## src/rtl/ttc_param1.sv

```systemverilog
// ttc_param1: APB timer/counter with NUM_CH channels (prescaler, up-counter, wrap/match, masked IRQs).
// Define TTC_ONE_SHOT_EN to make CTRL[3] a one-shot bit that clears en on the first wrap.
module ttc_param1 #(
    parameter int NUM_CH = 3,
    parameter int CNT_W  = 16,
    parameter int PSC_W  = 8
) (
    input  logic              pclk1,
    input  logic              p_reset1,
    input  logic              psel1,
    input  logic              penable1,
    input  logic              pwrite1,
    input  logic [7:0]        paddr1,
    input  logic [31:0]       pwdata1,
    output logic [31:0]       prdata1,
    output logic [NUM_CH-1:0] interrupt1
);
`ifdef TTC_ONE_SHOT_EN
    localparam bit ONE_SHOT = 1'b1;
`else
    localparam bit ONE_SHOT = 1'b0;
`endif
    localparam int SW = 2 * NUM_CH;

    logic             en_q   [NUM_CH], en_d   [NUM_CH];
    logic             mode_q [NUM_CH], mode_d [NUM_CH];
    logic             men_q  [NUM_CH], men_d  [NUM_CH];
    logic             os_q   [NUM_CH], os_d   [NUM_CH];
    logic [PSC_W-1:0] psc_q  [NUM_CH], psc_d  [NUM_CH];
    logic [PSC_W-1:0] pcnt_q [NUM_CH], pcnt_d [NUM_CH];
    logic [CNT_W-1:0] ival_q [NUM_CH], ival_d [NUM_CH];
    logic [CNT_W-1:0] mat_q  [NUM_CH], mat_d  [NUM_CH];
    logic [CNT_W-1:0] cnt_q  [NUM_CH], cnt_d  [NUM_CH];
    logic [CNT_W-1:0] nxt    [NUM_CH];
    logic             tick   [NUM_CH], wrap   [NUM_CH];
    logic [SW-1:0]    sts_q, sts_d, ien_q, ien_d, set_ev;
    logic             wr, rd, unused_wdata;

    assign wr = psel1 & penable1 & pwrite1;
    assign rd = psel1 & ~pwrite1;
    assign unused_wdata = ^pwdata1;

    always_comb begin
        prdata1 = '0;
        set_ev  = '0;
        ien_d   = (wr && paddr1 == 8'h84) ? pwdata1[SW-1:0] : ien_q;
        for (int c = 0; c < NUM_CH; c++) begin
            en_d[c]   = en_q[c];
            mode_d[c] = mode_q[c];
            men_d[c]  = men_q[c];
            os_d[c]   = os_q[c];
            psc_d[c]  = psc_q[c];
            ival_d[c] = ival_q[c];
            mat_d[c]  = mat_q[c];
            cnt_d[c]  = cnt_q[c];
            tick[c]   = en_q[c] && pcnt_q[c] == psc_q[c];
            // An interval set below COUNT is missed; the all-ones rollover then wraps without an event.
            wrap[c]   = mode_q[c] ? cnt_q[c] == ival_q[c] : &cnt_q[c];
            nxt[c]    = (wrap[c] || &cnt_q[c]) ? '0 : cnt_q[c] + CNT_W'(1);
            pcnt_d[c] = (en_q[c] && !tick[c]) ? pcnt_q[c] + PSC_W'(1) : '0;
            if (tick[c]) begin
                cnt_d[c]        = nxt[c];
                set_ev[2*c]     = wrap[c];
                set_ev[2*c+1]   = men_q[c] && nxt[c] == mat_q[c];
                if (wrap[c] && os_q[c]) en_d[c] = 1'b0;
            end
            if (wr && paddr1[7:4] == 4'(c)) begin
                if (paddr1[3:0] == 4'h0) begin
                    en_d[c]   = pwdata1[0];
                    mode_d[c] = pwdata1[1];
                    men_d[c]  = pwdata1[2];
                    os_d[c]   = ONE_SHOT & pwdata1[3];
                    psc_d[c]  = pwdata1[16 +: PSC_W];
                    if (pwdata1[8]) begin
                        cnt_d[c]        = '0;
                        pcnt_d[c]       = '0;
                        set_ev[2*c +: 2] = 2'b00;
                    end
                end
                if (paddr1[3:0] == 4'h4) ival_d[c] = pwdata1[CNT_W-1:0];
                if (paddr1[3:0] == 4'h8) mat_d[c] = pwdata1[CNT_W-1:0];
            end
            if (rd && paddr1[7:4] == 4'(c)) begin
                if (paddr1[3:0] == 4'h0) begin
                    prdata1[0]          = en_q[c];
                    prdata1[1]          = mode_q[c];
                    prdata1[2]          = men_q[c];
                    prdata1[3]          = os_q[c];
                    prdata1[16 +: PSC_W] = psc_q[c];
                end
                if (paddr1[3:0] == 4'h4) prdata1[CNT_W-1:0] = ival_q[c];
                if (paddr1[3:0] == 4'h8) prdata1[CNT_W-1:0] = mat_q[c];
                if (paddr1[3:0] == 4'hC) prdata1[CNT_W-1:0] = cnt_q[c];
            end
        end
        // New events override a same-cycle W1C of the same bit.
        sts_d = ((wr && paddr1 == 8'h80) ? sts_q & ~pwdata1[SW-1:0] : sts_q) | set_ev;
        if (rd && paddr1 == 8'h80) prdata1[SW-1:0] = sts_q;
        if (rd && paddr1 == 8'h84) prdata1[SW-1:0] = ien_q;
    end

    always_comb begin
        interrupt1 = '0;
        for (int c = 0; c < NUM_CH; c++) interrupt1[c] = |(sts_q[2*c +: 2] & ien_q[2*c +: 2]);
    end

    always_ff @(posedge pclk1 or posedge p_reset1) begin
        if (p_reset1) begin
            en_q   <= '{default: '0};
            mode_q <= '{default: '0};
            men_q  <= '{default: '0};
            os_q   <= '{default: '0};
            psc_q  <= '{default: '0};
            pcnt_q <= '{default: '0};
            ival_q <= '{default: '0};
            mat_q  <= '{default: '0};
            cnt_q  <= '{default: '0};
            sts_q  <= '0;
            ien_q  <= '0;
        end else begin
            en_q   <= en_d;
            mode_q <= mode_d;
            men_q  <= men_d;
            os_q   <= os_d;
            psc_q  <= psc_d;
            pcnt_q <= pcnt_d;
            ival_q <= ival_d;
            mat_q  <= mat_d;
            cnt_q  <= cnt_d;
            sts_q  <= sts_d;
            ien_q  <= ien_d;
        end
    end
endmodule
```

## config.mk

```make
export PLATFORM = sky130hd
export DESIGN_NAME = ttc_param1
export DESIGN_NICKNAME = d
export VERILOG_FILES = /design/src/rtl/ttc_param1.sv
export SDC_FILE = /design/constraint.sdc
export NUM_CORES = 1
export LEC_CHECK = 0
export ABC_AREA = 1
export BUFFER_PORTS_ARGS = -buffer_cell sky130_fd_sc_hd__buf_2
export CAP_MARGIN = 10
export CORE_ASPECT_RATIO = 0.75
export CORE_MARGIN = 4
export CORE_UTILIZATION = 45
export DETAILED_ROUTE_END_ITERATION = 8
export SLEW_MARGIN = 40
export SYNTH_ARGS = -nofsm -noshare
export SYNTH_HDL_FRONTEND = slang
export SYNTH_SLANG_ARGS = --single-unit
```

## constraint.sdc

```tcl
create_clock -name pclk1 -period 7.9 [get_ports pclk1]
set_input_delay 0 -clock pclk1 [delete_from_list [all_inputs] [get_ports pclk1]]
set_output_delay 0 -clock pclk1 [all_outputs]
set_load 0.005 [all_outputs]
```

==> results of run 1 <==
## final timing paths
kind,start,to,slack (ns),cells past startpoint
max in group asynchronous,p_reset1,cnt_q[5],6.67,4
min,pwdata1[12],mat_q[12],0.07,3
max,paddr1[2],prdata1[3],4.55,19
max reg2reg,cnt_q[37],sts_q[1],5.06,15
min reg2reg,mat_q[6],mat_q[6],0.49,2
min in group asynchronous,p_reset1,mat_q[32],0.09,3
## cells by family after synthesis
| kind of cell | count (synthesis) | synth area share, % |
|---|---|---|
| muxes | 5 | 0.3969 |
| AOI/OAI and AO/OA | 416 | 15.38 |
| and+or+nand+nor | 1036 | 31.60 |
| buffers and inverters | 346 | 10.04 |
| adders and majority gates | 6 | 0.5293 |
| xor gates and xnor gates | 72 | 4.446 |
| DFF | 213 | 37.58 |
| other | 1 | 0.02644 |
## synthesized netlist by cell type, drive strengths merged
cell	n	share of area, %
o22ai	11	0.49
a21oi	121	4.3
and3	1	0.044
o211ai	1	0.053
inv	257	6.8
nand2b	1	0.044
nor3	21	0.96
a31o	1	0.062
conb	1	0.026
o21ai	255	9.0
nand3b	8	0.51
a21o	2	0.11
nor3b	5	0.26
o221ai	6	0.37
and2	3	0.13
mux2	5	0.40
clkinv	1	0.035
a211oi	2	0.11
a22o	5	0.31
a221oi	2	0.12
ha	6	0.53
o21a	2	0.11
nand2	629	17
or2	7	0.31
dfrtp	213	38
a21boi	5	0.26
xor2	53	3.3
clkbuf	47	1.3
nor4	2	0.13
nor2	180	5.2
a31oi	3	0.13
xnor2	19	1.2
buf	41	1.9
nand4	56	2.6
nand3	123	4.6
## sequential cells by signal (all words and copies together), names as in the netlist
signal	count
cnt_q	48
en_q	3
ien_q	6
ival_q	48
mat_q	48
men_q	3
mode_q	3
pcnt_q	24
psc_q	24
sts_q	6
## what timing repair did
action,in CTS,in global routing
hold buffers,22,0
gates resized for setup,0,0
setup buffers,0,0
hold endpoints to repair,211,0
## routing by layer
metal | routed length, um | vias to the layer above | GRT usage (%) | part of all wire (%)
met3 | 3914 | 82 | 4.248 | 7.8
li1 | - | 6850 | - | -
met1 | 24210 | 6679 | 45.42 | 48
met4 | 1141 | 0 | 5.941 | 2.3
met5 | 0 | - | 0 | 0
met2 | 20880 | 547 | 41.67 | 42
## through the flow
stage	instances	hold WS [ns]	area [sq um]	power (mW)	worst slack, ns
6_report	2551	0.07200	15790	3.181	4.552
3_3_place_gp	2485	0.2053	14650	1.922	4.830
3_5_place_dp	2485	0.2100	14680	1.934	4.785
4_1_cts	2551	0.02822	15770	3.188	4.758
2_1_floorplan	2102	0.1167	14210	1.765	2.077
5_1_grt	2551	0.05739	15790	3.338	4.328
## cell usage in the layout (no fill, tap or decap), types with 6 or more instances in the layout
cell type	Yosys	final
sky130_fd_sc_hd__nand2_1	620	614
sky130_fd_sc_hd__o21ai_1	8	8
sky130_fd_sc_hd__nand3b_1	7	7
sky130_fd_sc_hd__nand3_2	3	6
sky130_fd_sc_hd__nand2_2	9	15
sky130_fd_sc_hd__o22ai_1	11	11
sky130_fd_sc_hd__nor2_4	5	6
sky130_fd_sc_hd__dfrtp_1	213	213
sky130_fd_sc_hd__clkbuf_8	0	10
sky130_fd_sc_hd__nand4_1	54	54
sky130_fd_sc_hd__inv_2	15	15
sky130_fd_sc_hd__xor2_1	53	53
sky130_fd_sc_hd__nor2_1	168	166
sky130_fd_sc_hd__xnor2_1	19	19
sky130_fd_sc_hd__o21ai_0	247	247
sky130_fd_sc_hd__nand3_1	118	115
sky130_fd_sc_hd__ha_1	6	6
sky130_fd_sc_hd__nor2_2	7	8
sky130_fd_sc_hd__conb_1	1	8
sky130_fd_sc_hd__o221ai_1	6	6
sky130_fd_sc_hd__buf_4	19	8
sky130_fd_sc_hd__dlygate4sd3_1	0	22
sky130_fd_sc_hd__nor3_1	16	16
sky130_fd_sc_hd__buf_2	17	63
sky130_fd_sc_hd__or2_2	7	7
sky130_fd_sc_hd__a21oi_1	121	121
sky130_fd_sc_hd__clkbuf_16	0	25
sky130_fd_sc_hd__inv_1	242	240
## report_power, final
group	internal, mW	leakage [nW]	switching (mW)
Combinational	0.233	4.61	0.404
Sequential	1.18	2.83	0.131
Clock	0.740	0.430	0.496
## area by class of cell
cell class	count	area share, %
Clock buffer	38	4.906
Multi-Input combinational cell	1543	47.48
Clock inverter	6	0.6182
Sequential cell	213	33.76
Tap cell	399	3.162
Timing Repair Buffer	94	3.844
Inverter	258	6.229
## worst max-delay path: cells and delay by family
| kind | cells | cell delay, ns |
|---|---|---|
| compound gates | 1 | 0.45 |
| simple gates | 14 | 1.59 |
| buf+inv | 4 | 1.28 |
==> out/summary.json, run 1 <==
{
  "first_global_vias": 12970,
  "grt_first_pass_wirelength_um": 77300,
  "cp_slowest_stage_delay_ns": 0.84,
  "reported_max_cap_violation_count": 0,
  "postSynthCellCount": 2095,
  "flow.area_growth_from_synthesis_pct": 11.31,
  "globalRouteTotalUtil_pct": 28.77,
  "timing.clock.skew_ns": 0.01343,
  "gp_congestion": 0.9731,
  "ys_warn_count": 0,
  "drc_errors": 0,
  "tritoncts.num_buffers": 25,
  "dieArea_sq_um": 34450,
  "place.detailed.hpwl_um": 36050,
  "min-delay-path-class": "in2reg",
  "antenna_found_initial": 1,
  "final_util_pct": 51.55,
  "num-nets-final": 2186,
  "synth.distinct_cells": 53,
  "route.final.wire_length_um": 50140,
  "fill_cells": 3098,
  "routed-via-count": 14160,
  "drt.antenna.violating_nets": 0,
  "synth_area_per_cell_sq_um": 6.770,
  "grt_setup_unrepaired": "false",
  "run_status": "finished, final reports clean",
  "pin_count_of_the_biggest_net_entering_global_routing": 103,
  "htreeDepth": 1,
  "die_w_um": 213,
  "final_hold_violations": 0,
  "worst_setup_hold_path_clk_slew_ns": 0.06,
  "setup.worst_path.end_class": "primary output",
  "num_antenna_cells": 0,
  "cts.root.buffer_cell": "sky130_fd_sc_hd__clkbuf_16",
  "cts-root-to-sink-buffers": 3,
  "cts_sinks": 213,
  "mappedNetlistArea_sq_um": 14180,
  "clk_latency_worst_skew_pair_ns": 0.56,
  "layout.area.seq_sq_um": 5330,
  "tightest_slew_ns": 0.7796,
  "grt.overflow.total": 0,
  "route.detailed.wl_per_inst_um": 19.65,
  "boundaryPins": 80,
  "irDropWorstVdd_mv": 0.1487,
  "path_common_cell": "sky130_fd_sc_hd__nand2_1",
  "ys_seq_area_share_pct": 37.58,
  "multi_input_area_sq_um": 7496,
  "vias_per_cell": 5.550,
  "power_density_nw_per_um2": 201.5,
  "final-max-slew-violation-count": 0,
  "drive_gt1_share_pct": 8.829,
  "initial_utilization_pct": 46.32,
  "place.port_buffers": 63,
  "layout_min_cycle_time_ns": 3.348,
  "synth_seq_cells": 213,
  "arrival_ns": 3.35,
  "placement_row_count": 55,
  "crit_path_top_delay_cell": "sky130_fd_sc_hd__clkinv_2",
  "setup.worst_path.start_class": "input port",
  "initial_detailed_routing_violation_count": 1644,
  "design.core.area_sq_um": 30620,
  "fmax_mhz": 298.7,
  "first_pass_drt_iterations": 5,
  "setup_viol": 0,
  "relSlewSlack_pct": 47.97,
  "power.leakage_nw": 7.868,
  "post-route-period-util_pct": 42.38,
  "timing_worst_setup_path_type": "in2out",
  "crit_required_ns": 7.90,
  "critical_path.max_fanout": 43,
  "cts_tree": "built",
  "setup_total_negative_slack_ns": 0,
  "die_height_um": 161.8,
  "timing.critical_path.cells": "buf_2 -> nand2_1 -> inv_1 -> nand2_2 -> clkinv_2 -> a21oi_1 -> nand3_1 -> nand2_1 -> nand2_1 -> nand2_1 -> nand3_1 -> nand2_1 -> nand2_1 -> nand2_1 -> nand2_1 -> nand2_1 -> nand2_1 -> nand2_1 -> buf_2"
}
Power figures use the tool's default switching activity.
==> run 2, diff against run 1 <==
clock period = 3.4 ns   (was 7.9 ns; I/O delays follow)
==> out/summary.json, run 2 (same netlist as run 1, synthesis figures left out) <==
{
  "clk_latency_worst_skew_pair": {"value": 0.54, "unit": "ns", "change": "-0.02 ns"},
  "design.core.area": {"value": 30620, "unit": "sq um", "change": "unchanged"},
  "final-max-slew-violation-count": {"value": 0, "change": "unchanged"},
  "cts_sinks": {"value": 213, "change": "unchanged"},
  "drive_gt1_share": {"value": 9.129, "unit": "%", "change": "+0.30 points"},
  "cts.repair.resized": {"value": 0, "change": "unchanged"},
  "place.detailed.hpwl": {"value": 36670, "unit": "um", "change": "+1.7%"},
  "netSwitchingPower": {"value": 2.343, "unit": "mW", "change": "+130%"},
  "swShare": {"value": 32.26, "unit": "%", "change": "-0.16 points"},
  "power_frac_seq": {"value": 41.8, "unit": "%", "change": "+0.7 points"},
  "place.port_buffers": {"value": 63, "change": "unchanged"},
  "route.detailed.wl_per_inst": {"value": 19.29, "unit": "um", "change": "-1.9%"},
  "power.leakage": {"value": 7.931, "unit": "nW", "change": "+0.80%"},
  "timing.clock.skew": {"value": 0.01117, "unit": "ns", "change": "-0.002263 ns"},
  "grt_setup_unrepaired": "false",
  "vias_per_cell": {"value": 5.510, "change": "-0.71%"},
  "placement_row_count": {"value": 55, "change": "unchanged"},
  "relSlewSlack": {"value": 52.22, "unit": "%", "change": "+4.3 points"},
  "grt.overflow.total": {"value": 0, "change": "unchanged"},
  "gp_congestion": {"value": 0.9429, "change": "-3.1%"},
  "boundaryPins": {"value": 80, "change": "unchanged"},
  "setup.worst_path.end_class": "primary output",
  "globalRouteMet1Util": {"value": 43.71, "unit": "%", "change": "-1.7 points"},
  "fmax_mhz": 381.6,
  "final_util": {"value": 51.85, "unit": "%", "change": "+0.30 points"},
  "dieArea": {"value": 34450, "unit": "sq um", "change": "unchanged"},
  "route.final.wire_length": {"value": 49550, "unit": "um", "change": "-1.2%"},
  "first_global_vias": {"value": 12980, "change": "+0.085%"},
  "power.clock.fraction": {"value": 37.9, "unit": "%", "change": "-1.0 points"},
  "final_hold_violations": {"value": 0, "change": "unchanged"},
  "internal-power": {"value": 4.920, "unit": "mW", "change": "+130%"},
  "globalRouteMet3Util": {"value": 6.140, "unit": "%", "change": "+1.9 points"},
  "tritoncts.num_buffers": {"value": 24, "change": "-4.0%"},
  "layout_min_cycle_time_ns": 2.621,
  "die_height": {"value": 161.8, "unit": "um", "change": "unchanged"},
  "worst_setup_hold_path_clk_slew": {"value": 0.06, "unit": "ns", "change": "about the same"},
  "num-nets-final": {"value": 2202, "change": "+0.73%"},
  "reported_max_cap_violation_count": {"value": 0, "change": "unchanged"},
  "antenna_found_initial": {"value": 1, "change": "unchanged"},
  "highest_count_cells_in_the_layout_ignoring_fill_and_taps": "sky130_fd_sc_hd__nand2_1, sky130_fd_sc_hd__o21ai_0, sky130_fd_sc_hd__inv_1",
  "initial_utilization": {"value": 46.32, "unit": "%", "change": "unchanged"},
  "cts.root.buffer_cell": "sky130_fd_sc_hd__clkbuf_16",
  "pwr-share-comb": {"value": 20.4, "unit": "%", "change": "+0.4 points"},
  "setup_total_negative_slack": {"value": 0, "unit": "ns", "change": "unchanged"},
  "first_pass_drt_iterations": {"value": 5, "change": "unchanged"},
  "die_w": {"value": 213, "unit": "um", "change": "unchanged"},
  "irDropWorstVdd": {"value": 0.3910, "unit": "mV", "change": "+160%"},
  "crit_required": {"value": 3.40, "unit": "ns", "change": "-4.50 ns"},
  "routed-via-count": {"value": 14160, "change": "-0.014%"},
  "reg2reg_setup_slack": {"value": 0.89, "unit": "ns", "change": "-4.17 ns"},
  "grt_first_pass_wirelength": {"value": 76860, "unit": "um", "change": "-0.57%"},
  "globalRouteTotalUtil": {"value": 28.67, "unit": "%", "change": "-0.095 points"},
  "min-delay-path-class": "in2reg",
  "fill_cells": {"value": 3076, "change": "-0.71%"},
  "global_routing_usage_on_met2": {"value": 40.32, "unit": "%", "change": "-1.3 points"},
  "reg.largest.list": "cnt_q x48, ival_q x48, mat_q x48",
  "flow.area_growth_from_synthesis_pct": 11.95,
  "pin_count_of_the_biggest_net_entering_global_routing": {"value": 71, "change": "-31%"},
  "drc_errors": {"value": 0, "change": "unchanged"},
  "setup.worst_path.start_class": "input port",
  "cts_tree": "built",
  "power_density": {"value": 457.4, "unit": "nW/um^2", "change": "+130%"},
  "layout.cells.most_common": "sky130_fd_sc_hd__nand2_1",
  "gr-max-usage-layer": "met1",
  "run_status": "finished, final reports clean",
  "cts-root-to-sink-buffers": {"value": 3, "change": "unchanged"},
  "initial_detailed_routing_violation_count": {"value": 1488, "change": "-9.5%"},
  "drt.antenna.violating_nets": {"value": 0, "change": "unchanged"},
  "htreeDepth": {"value": 1, "change": "unchanged"},
  "critical_path.max_fanout": {"value": 16, "change": "-63%"},
  "post-route-period-util_pct": 77.08,
  "tightest_slew": {"value": 0.7141, "unit": "ns", "change": "-0.06551 ns"},
  "arrival": {"value": 2.62, "unit": "ns", "change": "-0.73 ns"},
  "setup_viol": {"value": 0, "change": "unchanged"},
  "timing_worst_setup_path_type": "in2out"
}
run 2: cell types whose count changed in the layout (fill, tap and decap cells not counted), moves of 2 or more:
cell,before,now
sky130_fd_sc_hd__clkbuf_1,3,5
sky130_fd_sc_hd__buf_12,0,3
sky130_fd_sc_hd__nand3_1,115,118
sky130_fd_sc_hd__nand2_2,15,9
sky130_fd_sc_hd__dlygate4sd3_1,22,20
sky130_fd_sc_hd__nand3_2,6,3
sky130_fd_sc_hd__buf_4,8,24
sky130_fd_sc_hd__nand2_1,614,620
run 2: power by group through the flow:
stage / registers [mW] / clock network (mW) / logic [mW]
floorplan: 2.95 / 0 / 1.15
global placement: 3.07 / 0 / 1.40
detailed placement: 3.07 / 0 / 1.44
CTS: 3.03 / 2.80 / 1.46
global route: 3.07 / 2.92 / 1.67
finish: 3.03 / 2.75 / 1.48
run 2: final cells by class:
class                           count  area, sq um  area share (%)
Clock buffer                       40        782.0           4.925
Clock inverter                      4        47.55          0.2994
Sequential cell                   213         5330           33.57
Tap cell                          399        499.2           3.144
Timing Repair Buffer              111        783.3           4.933
Multi-Input combinational cell   1543         7461           46.99
Inverter                          258        973.4           6.130
Antenna cell                        1        2.502         0.01576
run 2: final timing paths:
kind | depth (start not counted) | start | end
hold reg to reg | 2 | mat_q[4] | mat_q[4]
setup / recovery | 17 | paddr1[1] | prdata1[1]
max in group asynchronous | 5 | p_reset1 | mat_q[23]
min in group asynchronous | 3 | p_reset1 | men_q[2]
setup reg to reg | 15 | cnt_q[32] | sts_q[1]
hold / removal | 3 | pwdata1[12] | mat_q[44]
run 2: routing by layer:
metal	wire (um)	up-vias	part of all wire [%]
met3	4210	79	8.5
met4	1730	0	3.5
met5	0	-	0
li1	-	6873	-
met2	20220	548	41
met1	23380	6656	47
run 2: what timing repair did:
| action | 4_1_cts | 5_1_grt |
|---|---|---|
| setup buffers | 0 | 0 |
| endpoints found under the hold margin | 268 | 0 |
| hold buffers | 20 | 0 |
run 2: per-stage QoR:
step           instances  setup WS, ns  total power [mW]  hold slack (ns)  instance area (sq um)
4_1_cts             2568        0.8426             7.292          0.01021                  15880
3_3_place_gp        2503        0.8525             4.467           0.2432                  14820
5_1_grt             2569        0.5670             7.662          0.03515                  15880
3_5_place_dp        2504        0.8460             4.503          0.08464                  14850
6_report            2569        0.7793             7.263          0.01688                  15880
2_1_floorplan       2102        0.6298             4.103           0.1167                  14210
run 2: worst max-delay path, cell delays in order:
cell,delay [ns]
sky130_fd_sc_hd__buf_2,0.12
sky130_fd_sc_hd__nor2_4,0.25
sky130_fd_sc_hd__nand2_2,0.29
sky130_fd_sc_hd__nor2_1,0.63
sky130_fd_sc_hd__buf_4,0.37
sky130_fd_sc_hd__a211oi_1,0.08
sky130_fd_sc_hd__nand2_1,0.10
sky130_fd_sc_hd__nand2_1,0.05
sky130_fd_sc_hd__nand2_1,0.08
sky130_fd_sc_hd__nand3_1,0.09
sky130_fd_sc_hd__nand2_1,0.07
sky130_fd_sc_hd__nand2_1,0.04
sky130_fd_sc_hd__nand2_1,0.05
sky130_fd_sc_hd__nand2_1,0.06
sky130_fd_sc_hd__nand2_1,0.06
sky130_fd_sc_hd__nand2_1,0.11
sky130_fd_sc_hd__buf_2,0.16
==> run 3, diff against run 2 <==
ABC_AREA = 0   (was 1)
clock period = 2.2 ns   (was 3.4 ns; I/O delays follow)
==> out/summary.json, run 3 <==
{
  "grt.overflow.total": {"value": 0, "change": "unchanged"},
  "synth_area_leader_cell": "sky130_fd_sc_hd__dfrtp_1",
  "routed-via-count": {"value": 12690, "change": "-10%"},
  "htreeDepth": {"value": 1, "change": "unchanged"},
  "final-max-slew-violation-count": {"value": 0, "change": "unchanged"},
  "clk_latency_worst_skew_pair": {"value": 0.54, "unit": "ns", "change": "about the same"},
  "drt.antenna.violating_nets": {"value": 0, "change": "unchanged"},
  "timing.clock.skew": {"value": 0.01112, "unit": "ns", "change": "-0.00005250 ns"},
  "pwr-share-comb": {"value": 43.5, "unit": "%", "change": "+23 points"},
  "setup_total_negative_slack": {"value": -3.396, "unit": "ns", "change": "-3.396 ns"},
  "gp_congestion": {"value": 0.9901, "change": "+5.0%"},
  "vias_per_cell": {"value": 5.919, "change": "+7.4%"},
  "power_density": {"value": 910.6, "unit": "nW/um^2", "change": "+99%"},
  "worstPathBufferInverterCount": {"value": 1, "change": "-2"},
  "setup.worst_path.end_class": "register",
  "flow.area_growth_from_synthesis_pct": 36.19,
  "num-nets-final": {"value": 1786, "change": "-19%"},
  "cp_slowest_stage_delay": {"value": 0.47, "unit": "ns", "change": "-0.16 ns"},
  "cts_sinks": {"value": 213, "change": "unchanged"},
  "place.port_buffers": {"value": 63, "change": "unchanged"},
  "synth-edff-count": {"value": 0, "change": "unchanged"},
  "setup.worst_path.start_class": "register",
  "synthArstFlopShare": {"value": 100.0, "unit": "%", "change": "unchanged"},
  "power_frac_seq": {"value": 28.1, "unit": "%", "change": "-14 points"},
  "critical_path.max_fanout": {"value": 4, "change": "-12"},
  "placement_row_count": {"value": 54, "change": "-1.8%"},
  "power.leakage": {"value": 7.955, "unit": "nW", "change": "+0.31%"},
  "cts.root.buffer_cell": "sky130_fd_sc_hd__clkbuf_16",
  "timing.critical_path.max_delay_family": "simple AND/OR/NAND/NOR gates",
  "cts-root-to-sink-buffers": {"value": 3, "change": "unchanged"},
  "layout.cells.most_common": "sky130_fd_sc_hd__buf_4",
  "yosysTopAreaCellShare": {"value": 39.95, "unit": "%", "change": "+2.4 points"},
  "crit_required": {"value": 2.63, "unit": "ns", "change": "-0.77 ns"},
  "postSynthCellCount": {"value": 1437, "change": "-31%"},
  "reg.largest.list": "cnt_q x48, ival_q x48, mat_q x48",
  "internal-power": {"value": 10.72, "unit": "mW", "change": "+120%"},
  "ys_warn_count": {"value": 0, "change": "unchanged"},
  "grt_first_pass_wirelength": {"value": 70970, "unit": "um", "change": "-7.7%"},
  "netlist_top_cells_area": "sky130_fd_sc_hd__dfrtp_1, sky130_fd_sc_hd__mux2_2, sky130_fd_sc_hd__xor2_1",
  "power.clock.fraction": {"value": 28.4, "unit": "%", "change": "-9.5 points"},
  "globalRouteTotalUtil": {"value": 28.22, "unit": "%", "change": "-0.45 points"},
  "relSlewSlack": {"value": 58.52, "unit": "%", "change": "+6.3 points"},
  "initial_utilization": {"value": 45.81, "unit": "%", "change": "-0.51 points"},
  "setup_viol": {"value": 25, "change": "+25"},
  "violations_in_the_final_reports": "setup timing",
  "first_pass_drt_iterations": {"value": 6, "change": "+1"},
  "netSwitchingPower": {"value": 5.824, "unit": "mW", "change": "+150%"},
  "final_hold_violations": {"value": 0, "change": "unchanged"},
  "fill_cells": {"value": 2430, "change": "-21%"},
  "antenna_found_initial": {"value": 2, "change": "+1"},
  "die_w": {"value": 206.8, "unit": "um", "change": "-2.9%"},
  "synth_seq_cells": {"value": 213, "change": "unchanged"},
  "initial_detailed_routing_violation_count": {"value": 1029, "change": "-31%"},
  "drc_errors": {"value": 0, "change": "unchanged"},
  "swShare": {"value": 35.20, "unit": "%", "change": "+2.9 points"},
  "synth.distinct_cells": {"value": 77, "change": "+45%"},
  "final_util": {"value": 62.39, "unit": "%", "change": "+11 points"},
  "worst_slack": {"value": -0.4853, "unit": "ns", "change": "-1.265 ns"},
  "synth_area_per_cell": {"value": 9.283, "unit": "sq um", "change": "+37%"},
  "fmax_mhz": 372.4,
  "die_height": {"value": 157.1, "unit": "um", "change": "-2.9%"},
  "design.core.area": {"value": 29120, "unit": "sq um", "change": "-4.9%"},
  "ff2ff_path_depth": {"value": 9, "change": "-6"},
  "reported_max_cap_violation_count": {"value": 0, "change": "unchanged"},
  "worst_setup_hold_path_clk_slew": {"value": 0.06, "unit": "ns", "change": "about the same"},
  "timing_worst_setup_path_type": "reg2reg",
  "ys_top_cells_by_count": "sky130_fd_sc_hd__dfrtp_1, sky130_fd_sc_hd__nor2_1, sky130_fd_sc_hd__mux2_2, sky130_fd_sc_hd__a21oi_1, sky130_fd_sc_hd__o21ai_0",
  "tightest_slew": {"value": 0.6135, "unit": "ns", "change": "-0.1006 ns"},
  "ys_seq_area_share": {"value": 39.95, "unit": "%", "change": "+2.4 points"},
  "timing.critical_path.cells": "nand4_1 -> buf_4 -> nor4_2 -> xnor2_1 -> nor2_1 -> nor4_1 -> a21oi_1 -> a2111o_1 -> o31ai_2",
  "drive_gt1_share": {"value": 40.53, "unit": "%", "change": "+31 points"},
  "postSynth.topFlopCell": "sky130_fd_sc_hd__dfrtp_1",
  "route.detailed.wl_per_inst": {"value": 22.24, "unit": "um", "change": "+15%"},
  "irDropWorstVdd": {"value": 1.127, "unit": "mV", "change": "+190%"},
  "first_global_vias": {"value": 12040, "change": "-7.3%"},
  "min-delay-path-class": "in2async",
  "grt_setup_unrepaired": "true",
  "route.final.wire_length": {"value": 47680, "unit": "um", "change": "-3.8%"},
  "pin_count_of_the_biggest_net_entering_global_routing": {"value": 74, "change": "+4.2%"},
  "dieArea": {"value": 32490, "unit": "sq um", "change": "-5.7%"},
  "reg2reg_from": "cnt_q[43]",
  "place.detailed.hpwl": {"value": 33840, "unit": "um", "change": "-7.7%"},
  "num_antenna_cells": {"value": 0, "change": "-1"},
  "run_status": "finished, violations left",
  "highest_count_cells_in_the_layout_ignoring_fill_and_taps": "sky130_fd_sc_hd__buf_4, sky130_fd_sc_hd__dfrtp_1, sky130_fd_sc_hd__nor2_1",
  "layout_min_cycle_time_ns": 2.685,
  "post-route-period-util_pct": 122.1,
  "crit_path_top_delay_cell": "sky130_fd_sc_hd__dfrtp_2",
  "critical_path.reg2reg.endpoint": "sts_q[1]",
  "boundaryPins": {"value": 80, "change": "unchanged"},
  "reg2reg_setup_slack": {"value": -0.49, "unit": "ns", "change": "-1.38 ns"},
  "mappedNetlistArea": {"value": 13340, "unit": "sq um", "change": "-5.9%"},
  "arrival": {"value": 3.11, "unit": "ns", "change": "+0.49 ns"},
  "post-synth-top-count-cell": "sky130_fd_sc_hd__dfrtp_1",
  "cts_tree": "built",
  "timing.critical_path.depth": {"value": 9, "change": "-8"},
  "tritoncts.num_buffers": {"value": 24, "change": "unchanged"}
}
[run 3: worst max path at each step]
stage / to / slack, ns / startpoint
floorplan: cnt_q[0] / -0.57 / p_reset1
global placement: sts_q[1] / -0.53 / cnt_q[38]
detailed placement: sts_q[1] / -0.47 / cnt_q[38]
CTS: sts_q[1] / -0.29 / cnt_q[35]
global route: sts_q[1] / -0.60 / cnt_q[43]
finish: sts_q[1] / -0.49 / cnt_q[43]
[run 3: layout make-up]
type	count	area (sq um)	area share, %
Inverter	19	75.07	0.4132
Timing Repair Buffer	374	2992	16.47
Clock inverter	10	200.2	1.102
Sequential cell	213	5349	29.44
Multi-Input combinational cell	1103	8347	45.94
Clock buffer	33	715.7	3.939
Tap cell	392	490.5	2.700
[run 3: what timing repair did]
item                                   CTS  global route
gates resized for setup                 64           175
hold buffers                            25             0
setup buffers                           11            37
setup endpoints to repair               46            63
pin swaps                               28            81
endpoints found under the hold margin  343             0
gates cloned                             1             1
[run 3: cells by family (layout without fill, tap and decap cells)]
| kind of cell | after synthesis | count (layout) | share of synthesized area, % |
|---|---|---|---|
| other | 1 | 8 | 0.02811 |
| XOR/XNOR | 138 | 138 | 9.060 |
| adder cells (fa/ha/maj) | 6 | 6 | 0.5627 |
| buffers and inverters | 128 | 436 | 4.136 |
| multiplexers | 153 | 153 | 12.85 |
| AO/OA/AOI/OAI | 336 | 336 | 15.78 |
| AND/OR/NAND/NOR | 462 | 462 | 17.63 |
| flip-flops | 213 | 213 | 39.95 |
[run 3: power by group through the flow]
stage	Sequential, mW	Clock [mW]	Combinational, mW
6_report	4.65	4.70	7.19
5_1_grt	4.69	4.93	7.68
4_1_cts	4.60	4.75	6.06
3_5_place_dp	4.65	0	5.81
3_3_place_gp	4.64	0	5.74
2_1_floorplan	4.44	0	3.51
[run 3: routing by layer]
metal / global-route usage (%) / up-vias / wire (um)
met4: 6.952 / 4 / 1190
li1: - / 5772 / -
met2: 42.13 / 529 / 21030
met1: 41.63 / 6287 / 21340
met3: 6.653 / 98 / 4103
met5: 0 / - / 27
[run 3: worst reg2reg max path, delay by kind of cell, from the launching register on]
kind,cells,cell delay (ns)
flops,1,0.47
simple gates,4,1.01
compound gates,3,0.67
buf+inv,1,0.23
xor+xnor,1,0.20
[run 3: metrics by stage]
| step | total power [mW] | instance area (sq um) | hold slack (ns) | std cells | setup slack, ns |
|---|---|---|---|---|---|
| after floorplan | 7.944 | 13470 | 0.1504 | 1444 | -0.5702 |
| after global placement | 10.38 | 15670 | 0.06548 | 2031 | -0.5342 |
| after detailed placement | 10.46 | 15670 | 0.07378 | 2031 | -0.4746 |
| after CTS | 15.41 | 17180 | 0.04840 | 2111 | -0.2918 |
| after global routing | 17.31 | 18170 | 0.1003 | 2144 | -0.5970 |
| final | 16.54 | 18170 | 0.05769 | 2144 | -0.4853 |
